File: src/rtl/servant_spi_ram_ctrl.sv
// SPI mode-0 slave that turns READ (0x03) / WRITE (0x02) commands into accesses on the
// servant byte-wide RAM port. Define SPI_RAM_CTRL_RDSR_EN to answer RDSR (0x05) with 8'h40.
module servant_spi_ram_ctrl #(
  parameter int aw = 16
) (
  input  logic          i_clk,
  input  logic          i_rst,
  input  logic          i_sclk,
  input  logic          i_cs_n,
  input  logic          i_mosi,
  output logic          o_miso,
  output logic [aw-1:0] o_addr,
  output logic [7:0]    o_wdata,
  output logic          o_we_n,
  output logic          o_re,
  input  logic [7:0]    i_rdata
);

  localparam int SW = (aw > 8) ? aw : 8;
  localparam logic [aw-1:0] ADDR_ONE = 1;

  typedef enum logic [3:0] {
    S_IDLE,
    S_CMD,
    S_ADDR,
    S_DUMMY,
    S_RD_SHIFT,
    S_WR_SHIFT,
    S_WR_COMMIT,
    S_IGNORE,
    S_STATUS
  } state_t;

  state_t        r_state;
  logic [1:0]    r_sclk_s;
  logic [1:0]    r_cs_s;
  logic [1:0]    r_mosi_s;
  logic          r_sclk_d;
  logic          r_cs_d;
  logic [4:0]    r_bit_cnt;
  logic [SW-2:0] r_sh;
  logic          r_is_write;
  logic [7:0]    r_tx;
  logic [7:0]    r_hold;
  logic [2:0]    r_tx_cnt;
  logic [1:0]    r_fetch;
  logic [1:0]    r_commit_cnt;

  logic          w_sclk_rise;
  logic          w_sclk_fall;
  logic          w_cs_fall;
  logic          w_cs_high;
  logic          w_mosi;
  logic [SW-1:0] w_sh_next;

  assign w_sclk_rise = r_sclk_s[1] & ~r_sclk_d;
  assign w_sclk_fall = ~r_sclk_s[1] & r_sclk_d;
  assign w_cs_fall   = ~r_cs_s[1] & r_cs_d;
  assign w_cs_high   = r_cs_s[1];
  assign w_mosi      = r_mosi_s[1];
  assign w_sh_next   = {r_sh, w_mosi};

  // Synchronizers reset to the bus-idle levels so leaving reset never fakes a CS fall.
  always_ff @(posedge i_clk or posedge i_rst) begin
    if (i_rst) begin
      r_sclk_s <= 2'b00;
      r_cs_s   <= 2'b11;
      r_mosi_s <= 2'b00;
      r_sclk_d <= 1'b0;
      r_cs_d   <= 1'b1;
    end else begin
      r_sclk_s <= {r_sclk_s[0], i_sclk};
      r_cs_s   <= {r_cs_s[0], i_cs_n};
      r_mosi_s <= {r_mosi_s[0], i_mosi};
      r_sclk_d <= r_sclk_s[1];
      r_cs_d   <= r_cs_s[1];
    end
  end

  // RAM port protocol: o_addr settles one cycle before o_re or o_we_n, each strobe lasts
  // exactly two cycles, read data is taken in the second o_re cycle, and the two strobes
  // are never active together.
  always_ff @(posedge i_clk or posedge i_rst) begin
    if (i_rst) begin
      r_state      <= S_IDLE;
      r_bit_cnt    <= 5'd0;
      r_sh         <= '0;
      r_is_write   <= 1'b0;
      r_tx         <= 8'h00;
      r_hold       <= 8'h00;
      r_tx_cnt     <= 3'd0;
      r_fetch      <= 2'd0;
      r_commit_cnt <= 2'd0;
      o_miso       <= 1'b0;
      o_addr       <= '0;
      o_wdata      <= 8'h00;
      o_we_n       <= 1'b1;
      o_re         <= 1'b0;
    end else begin
      case (r_fetch)
        2'd1: begin
          o_re    <= 1'b1;
          r_fetch <= 2'd2;
        end
        2'd2: r_fetch <= 2'd3;
        2'd3: begin
          o_re    <= 1'b0;
          r_fetch <= 2'd0;
          o_addr  <= o_addr + ADDR_ONE;
          if (r_state == S_DUMMY) r_tx <= i_rdata;
          else r_hold <= i_rdata;
        end
        default: ;
      endcase

      if (w_cs_high && r_state != S_IDLE && r_state != S_WR_COMMIT) begin
        r_state   <= S_IDLE;
        r_bit_cnt <= 5'd0;
        o_miso    <= 1'b0;
        o_re      <= 1'b0;
        r_fetch   <= 2'd0;
      end else begin
        case (r_state)
          S_IDLE: begin
            o_miso <= 1'b0;
            if (w_cs_fall) begin
              r_state   <= S_CMD;
              r_bit_cnt <= 5'd0;
            end
          end

          S_CMD: begin
            if (w_sclk_rise) begin
              r_sh <= w_sh_next[SW-2:0];
              if (r_bit_cnt == 5'd7) begin
                r_bit_cnt <= 5'd0;
                case (w_sh_next[7:0])
                  8'h03: begin
                    r_is_write <= 1'b0;
                    r_state    <= S_ADDR;
                  end
                  8'h02: begin
                    r_is_write <= 1'b1;
                    r_state    <= S_ADDR;
                  end
`ifdef SPI_RAM_CTRL_RDSR_EN
                  8'h05: begin
                    r_tx     <= 8'h40;
                    r_tx_cnt <= 3'd0;
                    r_state  <= S_STATUS;
                  end
`endif
                  default: r_state <= S_IGNORE;
                endcase
              end else begin
                r_bit_cnt <= r_bit_cnt + 5'd1;
              end
            end
          end

          S_ADDR: begin
            if (w_sclk_rise) begin
              r_sh <= w_sh_next[SW-2:0];
              if (r_bit_cnt == 5'd23) begin
                r_bit_cnt <= 5'd0;
                o_addr    <= w_sh_next[aw-1:0];
                if (r_is_write) begin
                  r_state <= S_WR_SHIFT;
                end else begin
                  r_state <= S_DUMMY;
                  r_fetch <= 2'd1;
                end
              end else begin
                r_bit_cnt <= r_bit_cnt + 5'd1;
              end
            end
          end

          S_DUMMY: begin
            if (w_sclk_rise) begin
              if (r_bit_cnt == 5'd7) begin
                r_bit_cnt <= 5'd0;
                r_tx_cnt  <= 3'd0;
                r_state   <= S_RD_SHIFT;
              end else begin
                r_bit_cnt <= r_bit_cnt + 5'd1;
              end
            end
          end

          // The first fall of each byte launches the next prefetch; the hold register is
          // swapped in on the fall that puts out bit 0, so the next fall starts a new byte.
          S_RD_SHIFT: begin
            if (w_sclk_fall) begin
              o_miso   <= r_tx[3'd7 - r_tx_cnt];
              r_tx_cnt <= r_tx_cnt + 3'd1;
              if (r_tx_cnt == 3'd0) r_fetch <= 2'd1;
              if (r_tx_cnt == 3'd7) r_tx <= r_hold;
            end
          end

          S_WR_SHIFT: begin
            if (w_sclk_rise) begin
              r_sh <= w_sh_next[SW-2:0];
              if (r_bit_cnt == 5'd7) begin
                r_bit_cnt    <= 5'd0;
                o_wdata      <= w_sh_next[7:0];
                r_commit_cnt <= 2'd0;
                r_state      <= S_WR_COMMIT;
              end else begin
                r_bit_cnt <= r_bit_cnt + 5'd1;
              end
            end
          end

          S_WR_COMMIT: begin
            case (r_commit_cnt)
              2'd0: begin
                o_we_n       <= 1'b0;
                r_commit_cnt <= 2'd1;
              end
              2'd1: r_commit_cnt <= 2'd2;
              default: begin
                o_we_n       <= 1'b1;
                r_commit_cnt <= 2'd0;
                o_addr       <= o_addr + ADDR_ONE;
                r_state      <= w_cs_high ? S_IDLE : S_WR_SHIFT;
              end
            endcase
          end

          S_IGNORE: o_miso <= 1'b0;

`ifdef SPI_RAM_CTRL_RDSR_EN
          S_STATUS: begin
            if (w_sclk_fall) begin
              o_miso   <= r_tx[3'd7 - r_tx_cnt];
              r_tx_cnt <= r_tx_cnt + 3'd1;
            end
          end
`endif

          default: begin
            r_state <= S_IDLE;
            o_miso  <= 1'b0;
          end
        endcase
      end
    end
  end

endmodule
File: config.mk
export PLATFORM = sky130hd
export DESIGN_NAME = servant_spi_ram_ctrl
export DESIGN_NICKNAME = d
export VERILOG_FILES = /design/src/rtl/servant_spi_ram_ctrl.sv
export SDC_FILE = /design/constraint.sdc
export NUM_CORES = 1
export LEC_CHECK = 0
export ABC_AREA = 1
export CAP_MARGIN = 40
export CORE_MARGIN = 2
export CORE_UTILIZATION = 58
export CTS_CLUSTER_SIZE = 24
export DETAILED_ROUTE_END_ITERATION = 10
export GPL_ROUTABILITY_DRIVEN = 0
export PLACE_DENSITY = 0.85
export RECOVER_POWER = 100
export SLEW_MARGIN = 20
export SYNTH_ARGS = -nofsm -noshare
export SYNTH_HDL_FRONTEND = slang
export SYNTH_SLANG_ARGS = --single-unit
File: constraint.sdc
create_clock -name i_clk -period 2.69 [get_ports i_clk]
set_input_delay 0.269 -clock i_clk [delete_from_list [all_inputs] [get_ports i_clk]]
set_output_delay 0.269 -clock i_clk [all_outputs]
set_load 0.02 [all_outputs]
==> impl_metrics.yaml, run 1 <==
clock_network:
  clockBufferDepth: 2
  ctsHoldBuffers: 0
  cts_buffers: 9
  insertion_delay_ns: 0.35
  postCtsSetupBuffers: 0
  clk_pin_slew_ns: 0.09
  ctsHtreeMaxLevel: 3
  cts_tree: "built"
  cts-root-buf: "clkbuf_8"
  cts.repair.resized: 0
  cts.sinks: 82
critical_path:
  cp_max_fo: 8
  critPathKind: "flop to flop"
  cp_slowest_stage_delay_ns: 0.57
  cp.arrival_ns: 2.42
  crit_top_cell: "nand2_1"
  crit_chain: "inv_2, nor2_1, nand2_1, nor2_1, inv_1, o21ai_0, nand3_1, nand2_1, nand2_1, nand2_1"
  crit_buf_inv: 2
  crit_slowest_cell: "dfrtp_1"
  cp_top_family: "simple AND/OR/NAND/NOR gates"
  cp.required_ns: 2.99
  startpoint_type: "flop"
  worst_setup_path_end_kind: "flop"
timing:
  setup_violations: 0
  hold_violations: 0
  rsz0062_at_grt: "false"
  maxSlewHeadroom: 0.5844
  finClkSkew_ns: 0.01535
  final.setup.tns_ns: 0
  drv_slew: 0
  finalWorstSetupSlack_ns: 0.5701
  period_minus_slack_ns: 2.120
  fmax_ghz: 0.4717
  finalCritPeriodShare: 0.7881
  worst_pin_slew_ns: 0.6234
yosys:
  synth_commonest_cells: "nand2_1, dfrtp_1, nand3_1, inv_1, nor2_1"
  synth_cell_types: 43
  syn_area_per_cell_um2: 7.964
  syn_nets: 607
  yosysSeqAreaShare: 0.4408
  yosys_warnings: 0
  yosysMostFrequentCell: "nand2_1"
  synth-seq-cells: 82
  synth_area_leader_cell: "dfrtp_1"
  synthTopCellsByArea: "dfrtp_1, nand2_1, nand3_1, inv_1, nor2_1"
  synth_flop_cell: "dfrtp_1"
  synth_top_cell_area_share: 0.4182
  synth_edf_count: 0
  synthesis.area_um2: 4667
  syn-instance-count: 586
  synthArstFlopShare: 1.000
floorplan:
  die_area_um2: 8780
  initial_core_util: 0.6008
  boundaryPins: 40
  core_area_um2: 7767
  die_x_um: 93.70
  die_height_um: 93.70
  rows: 32
grt:
  grtUsageTotal: 0.2543
  grt_pass1_vias: 3889
  grt_overflow_total: 0
  grt_max_degree: 83
  grt_pass1_wl_mm: 17.82
  antenna_found_initial: 0
finish:
  antenna_cells: 0
  area_growth_pct: 12.47
  drive_gt1_frac: 0.09984
  fin_area_um2: 5249
  fin_cells: 733
  fillers: 671
  fin_util: 0.6757
  fin_nets: 647
routing:
  routedWlPerCell_um: 14.26
  route.vias.total: 4147
  drtAntennaViolNets: 0
  drt_iter0_markers: 250
  postRouteWirelength_mm: 10.45
  first_pass_iters: 5
  via_per_inst: 5.658
  drcViolationCount: 0
power:
  power_density_nw_per_um2: 874.8
  p_leak_uw: 0.002509
  vdd_ir_drop_max_uv: 403.9
flow_run:
  max-cap-violations: 0
place:
  place_area_um2: 5132
  io_buffer_count: 39
  dpl.hpwl_mm: 7.621
  dp.cells: 717
  pre_cts_ws_ns: 0.8256
run_status:
  status: "completed"
hold_path:
  hp-class: "flop to flop"
per-layer routing:
metal / global-route usage / vias up / part of all wire
met5: 0 / - / 0
met3: 0.04254 / 21 / 0.055
li1: - / 2010 / -
met2: 0.4315 / 159 / 0.50
met1: 0.3344 / 1957 / 0.42
met4: 0.07850 / 0 / 0.022
final cells by class:
type | instances | area (um2) | area share
clock buffer | 11 | 141.4 | 0.02694
clock inverter | 5 | 38.79 | 0.007390
inverter | 62 | 239.0 | 0.04553
multi-input combinational | 428 | 2212 | 0.4215
sequential | 82 | 2057 | 0.3919
tap | 102 | 127.6 | 0.02431
timing repair buffer | 43 | 432.9 | 0.08248
report_power, final:
| group | leakage (uW) | internal, uW | total [uW] | switching (uW) |
|---|---|---|---|---|
| clock | 0.0000782 | 364 | 826 | 462 |
| sequential | 0.00102 | 1590 | 1930 | 339 |
| combinational | 0.00141 | 677 | 1830 | 1160 |
cells by family after synthesis:
| group | Yosys count | synth area share |
|---|---|---|
| simple gates | 309 | 0.3048 |
| compound gates | 94 | 0.1249 |
| flops | 82 | 0.4408 |
| buf+inv | 76 | 0.07158 |
| mux | 9 | 0.02145 |
| xor+xnor | 8 | 0.01501 |
| fa+ha+maj | 8 | 0.02145 |
path summary, 6_finish.rpt:
| path | slack [ns] | start | cells after the start | endpoint |
|---|---|---|---|---|
| hold reg to reg | 0.35 | r_sclk_s[0]$_DFF_PP0_ | 0 | r_sclk_s[1]$_DFF_PP0_ |
| setup / recovery | 0.57 | r_state[1]$_DFFE_PP0P_ | 10 | o_addr[11]$_DFF_PP0_ |
| setup reg to reg | 0.57 | r_state[1]$_DFFE_PP0P_ | 10 | o_addr[11]$_DFF_PP0_ |
| max in group asynchronous | 1.81 | i_rst | 3 | o_we_n$_DFFE_PP1P_ |
| hold / removal | 0.35 | r_sclk_s[0]$_DFF_PP0_ | 0 | r_sclk_s[1]$_DFF_PP0_ |
| min in group asynchronous | 0.48 | i_rst | 3 | r_bit_cnt[2]$_DFFE_PP0P_ |
registers in the layout, summed over array words and instances, names as in the netlist:
register,cells
r_commit_cnt,2
o_addr,16
r_hold,8
r_tx,8
r_sclk_s,2
r_tx_cnt,3
r_cs_d,1
o_miso,1
r_fetch,2
r_cs_s,2
r_sh,15
r_state,3
o_re,1
r_bit_cnt,5
r_mosi_s,2
r_is_write,1
o_we_n,1
r_sclk_d,1
o_wdata,8
metrics by stage:
stage          hold WS (ns)  power [uW]
5_1_grt              0.3703        4938
6_report             0.3549        4591
4_1_cts              0.3152        4712
3_5_place_dp         0.3386        3889
3_3_place_gp         0.3393        3803
2_1_floorplan        0.2735        3310
cells in the final DEF (no fill, tap or decap), types with 2 or more instances in the layout:
cell and n:
dlygate4sd3_1 31, nand2_4 3, nor2_1 46, xnor2_1 2
o21ai_0 44, nor4_1 2, dfstp_2 3, nand2_1 171
clkdlybuf4s50_1 8, nand2_2 2, inv_2 6, o21ai_1 3
o21ai_2 4, buf_4 3, clkinvlp_4 4, nor3_1 4
nand3b_1 3, mux2_2 8, inv_4 2, o22ai_1 9
o211ai_1 8, xor2_1 6, dfrtp_1 78, nor2_4 5
a31oi_1 8, clkbuf_8 10, a21oi_2 2, nand4_1 9
nand3_1 56, inv_1 53, a21oi_1 11, ha_1 8
nor2_2 5
No activity file was read; power rests on OpenSTA's default activity.
==> run 2: changes to the inputs <==
==> constraint.sdc (replaced) <==
create_clock -name i_clk -period 2.1 [get_ports i_clk]
set_input_delay 0.21 -clock i_clk [delete_from_list [all_inputs] [get_ports i_clk]]
set_output_delay 0.21 -clock i_clk [all_outputs]
set_load 0.02 [all_outputs]
==> run 2 against run 1 <==
  * Setup slack worse by 0.39 ns
  * Utilization is 0.23 points higher
  * Highest routed layer unchanged
  * Fmax is 10% higher
  * Die area stayed put
  * Non-clock buffer count is 1 higher
  * Register-to-register slack worse by 0.39 ns
  * Largest power group unchanged
  * Critical path depth is 1 lower
  * Sequential share of layout area is 0.13 points lower
  * Routed wire length is 2.3% higher
  * Critical endpoint is now r_state[2]$_DFFE_PP0P_
  * Via count is 0.70% higher
==> impl_metrics.yaml, run 2 (synthesized netlist as in run 1, its figures left out) <==
grt:
  grt_max_degree: 83
  grt_pass1_vias: 4033
  antenna_found_initial: 0
  grt_overflow_total: 0
  grt_pass1_wl_mm: 18.10
  grtUsageTotal: 0.2603
critical_path:
  critPathKind: "flop to flop"
  cp.required_ns: 2.34
  ff2ff_setup_slack_ns: 0.18
  cp.arrival_ns: 2.16
  cp_max_fo: 17
  reg2reg_depth: 9
  startpoint_type: "flop"
  worst_setup_path_end_kind: "flop"
  cp-startpoint: "r_state[2]$_DFFE_PP0P_"
  r2r_end: "r_state[2]$_DFFE_PP0P_"
  crit_path_end: "r_state[2]$_DFFE_PP0P_"
  timing.rr.start: "r_state[2]$_DFFE_PP0P_"
floorplan:
  die_x_um: 93.70
  die_area_um2: 8780
  initial_core_util: 0.6008
  boundaryPins: 40
  core_area_um2: 7767
  rows: 32
  die_height_um: 93.70
place:
  dpl.hpwl_mm: 7.766
  place_area_um2: 5142
  io_buffer_count: 39
routing:
  drt_iter0_markers: 241
  wl_met2_mm: 5.251
  drcViolationCount: 0
  routed.top_layer: "met4"
  postRouteWirelength_mm: 10.69
  drtAntennaViolNets: 0
  wl_met3_um: 652
  wl_met1_mm: 4.441
  via_per_inst: 5.697
  routedWlPerCell_um: 14.58
  first_pass_iters: 5
  route.vias.total: 4176
finish:
  final_common_cell: "nand2_1"
  largest_reg_flops: 16
  layout_common_cells: "nand2_1, dfrtp_1, nand3_1"
  antenna_cells: 0
  fin_nets: 648
  reg.largest.list: "o_addr: 16 flops, r_sh: 15 flops"
  area_growth_pct: 12.84
  top_register: "o_addr"
  fin_area_um2: 5266
  drive_gt1_frac: 0.1109
clock_network:
  ctsHtreeMaxLevel: 3
  cts_buffers: 9
  clockBufferDepth: 2
  insertion_delay_ns: 0.36
  cts_tree: "built"
  postCtsSetupBuffers: 0
  clk_pin_slew_ns: 0.08
  cts.sinks: 82
  cts.repair.resized: 0
  ctsHoldBuffers: 0
  cts-root-buf: "clkbuf_8"
timing:
  drv_slew: 0
  period_minus_slack_ns: 1.921
  fmax_ghz: 0.5206
  hold_violations: 0
  finalCritPeriodShare: 0.9147
  setup_violations: 0
  rsz0062_at_grt: "false"
  final.setup.tns_ns: 0
  worst_pin_slew_ns: 1.091
  finClkSkew_ns: 0.008364
  maxSlewHeadroom: 0.2729
flow_run:
  max-cap-violations: 0
hold_path:
  hp-class: "flop to flop"
power:
  switching_power_uw: 2525
  vdd_ir_drop_max_uv: 668.3
  pwr-share-clk: 0.185
  power_density_nw_per_um2: 1139
  switching_share: 0.4210
  seqPwrFrac: 0.415
  p_leak_uw: 0.002517
  p_int_uw: 3473
  p_comb_frac: 0.400
run_status:
  status: "completed"
[run 2: worst min path at each step]
| stage | from | end | slack, ns | cells after the start |
|---|---|---|---|---|
| floorplan | i_cs_n | r_cs_s[0]$_DFF_PP1_ | 0.21 | 0 |
| global placement | r_sclk_s[0]$_DFF_PP0_ | r_sclk_s[1]$_DFF_PP0_ | 0.33 | 0 |
| detailed placement | r_mosi_s[0]$_DFF_PP0_ | r_mosi_s[1]$_DFF_PP0_ | 0.33 | 0 |
| CTS | i_cs_n | r_cs_s[0]$_DFF_PP1_ | 0.24 | 1 |
| global route | r_sclk_s[0]$_DFF_PP0_ | r_sclk_s[1]$_DFF_PP0_ | 0.37 | 0 |
| finish | r_mosi_s[0]$_DFF_PP0_ | r_mosi_s[1]$_DFF_PP0_ | 0.35 | 0 |
[run 2: area by class of cell]
cell class / instances / area [um2]
clock buffer: 10 / 127.6
clock inverter: 5 / 56.30
fill: 623 / 2501
inverter: 62 / 239.0
multi-input combinational: 428 / 2231
sequential: 82 / 2057
tap: 102 / 127.6
timing repair buffer: 44 / 427.9
[run 2: worst max-delay path, stage by stage, from the launching register on]
cell     delay, ns
dfrtp_1       0.58
inv_2         0.19
nand2_2       0.13
nand3_4       0.22
nand3_1       0.16
nand2_2       0.10
nor2_2        0.18
nand2_1       0.11
nand2_1       0.07
nand2_1       0.06
[run 2: through the flow]
stage,hold WS [ns],utilization,worst slack (ns),power (uW),instances
after floorplan,0.2145,-,0.5431,4240,586
after global placement,0.3344,0.6620,0.3487,4854,718
after detailed placement,0.3347,0.6620,0.1912,4989,718
after CTS,0.2439,0.6857,0.1777,6101,733
after global routing,0.3731,0.6780,0.003995,6431,733
final,0.3514,0.6780,0.1791,5998,733
[run 2: per-layer routing]
layer,track usage,vias up
met2,0.4298,165
met4,0.1292,0
met1,0.3228,1965
li1,-,2017
met5,0,-
met3,0.05618,29
[run 2: power groups by stage]
stage	sequential [uW]	clock, uW	combinational (uW)
4_1_cts	2480	1130	2490
5_1_grt	2550	1200	2680
2_1_floorplan	2530	0	1710
3_5_place_dp	2510	0	2480
6_report	2490	1110	2400
3_3_place_gp	2480	0	2380
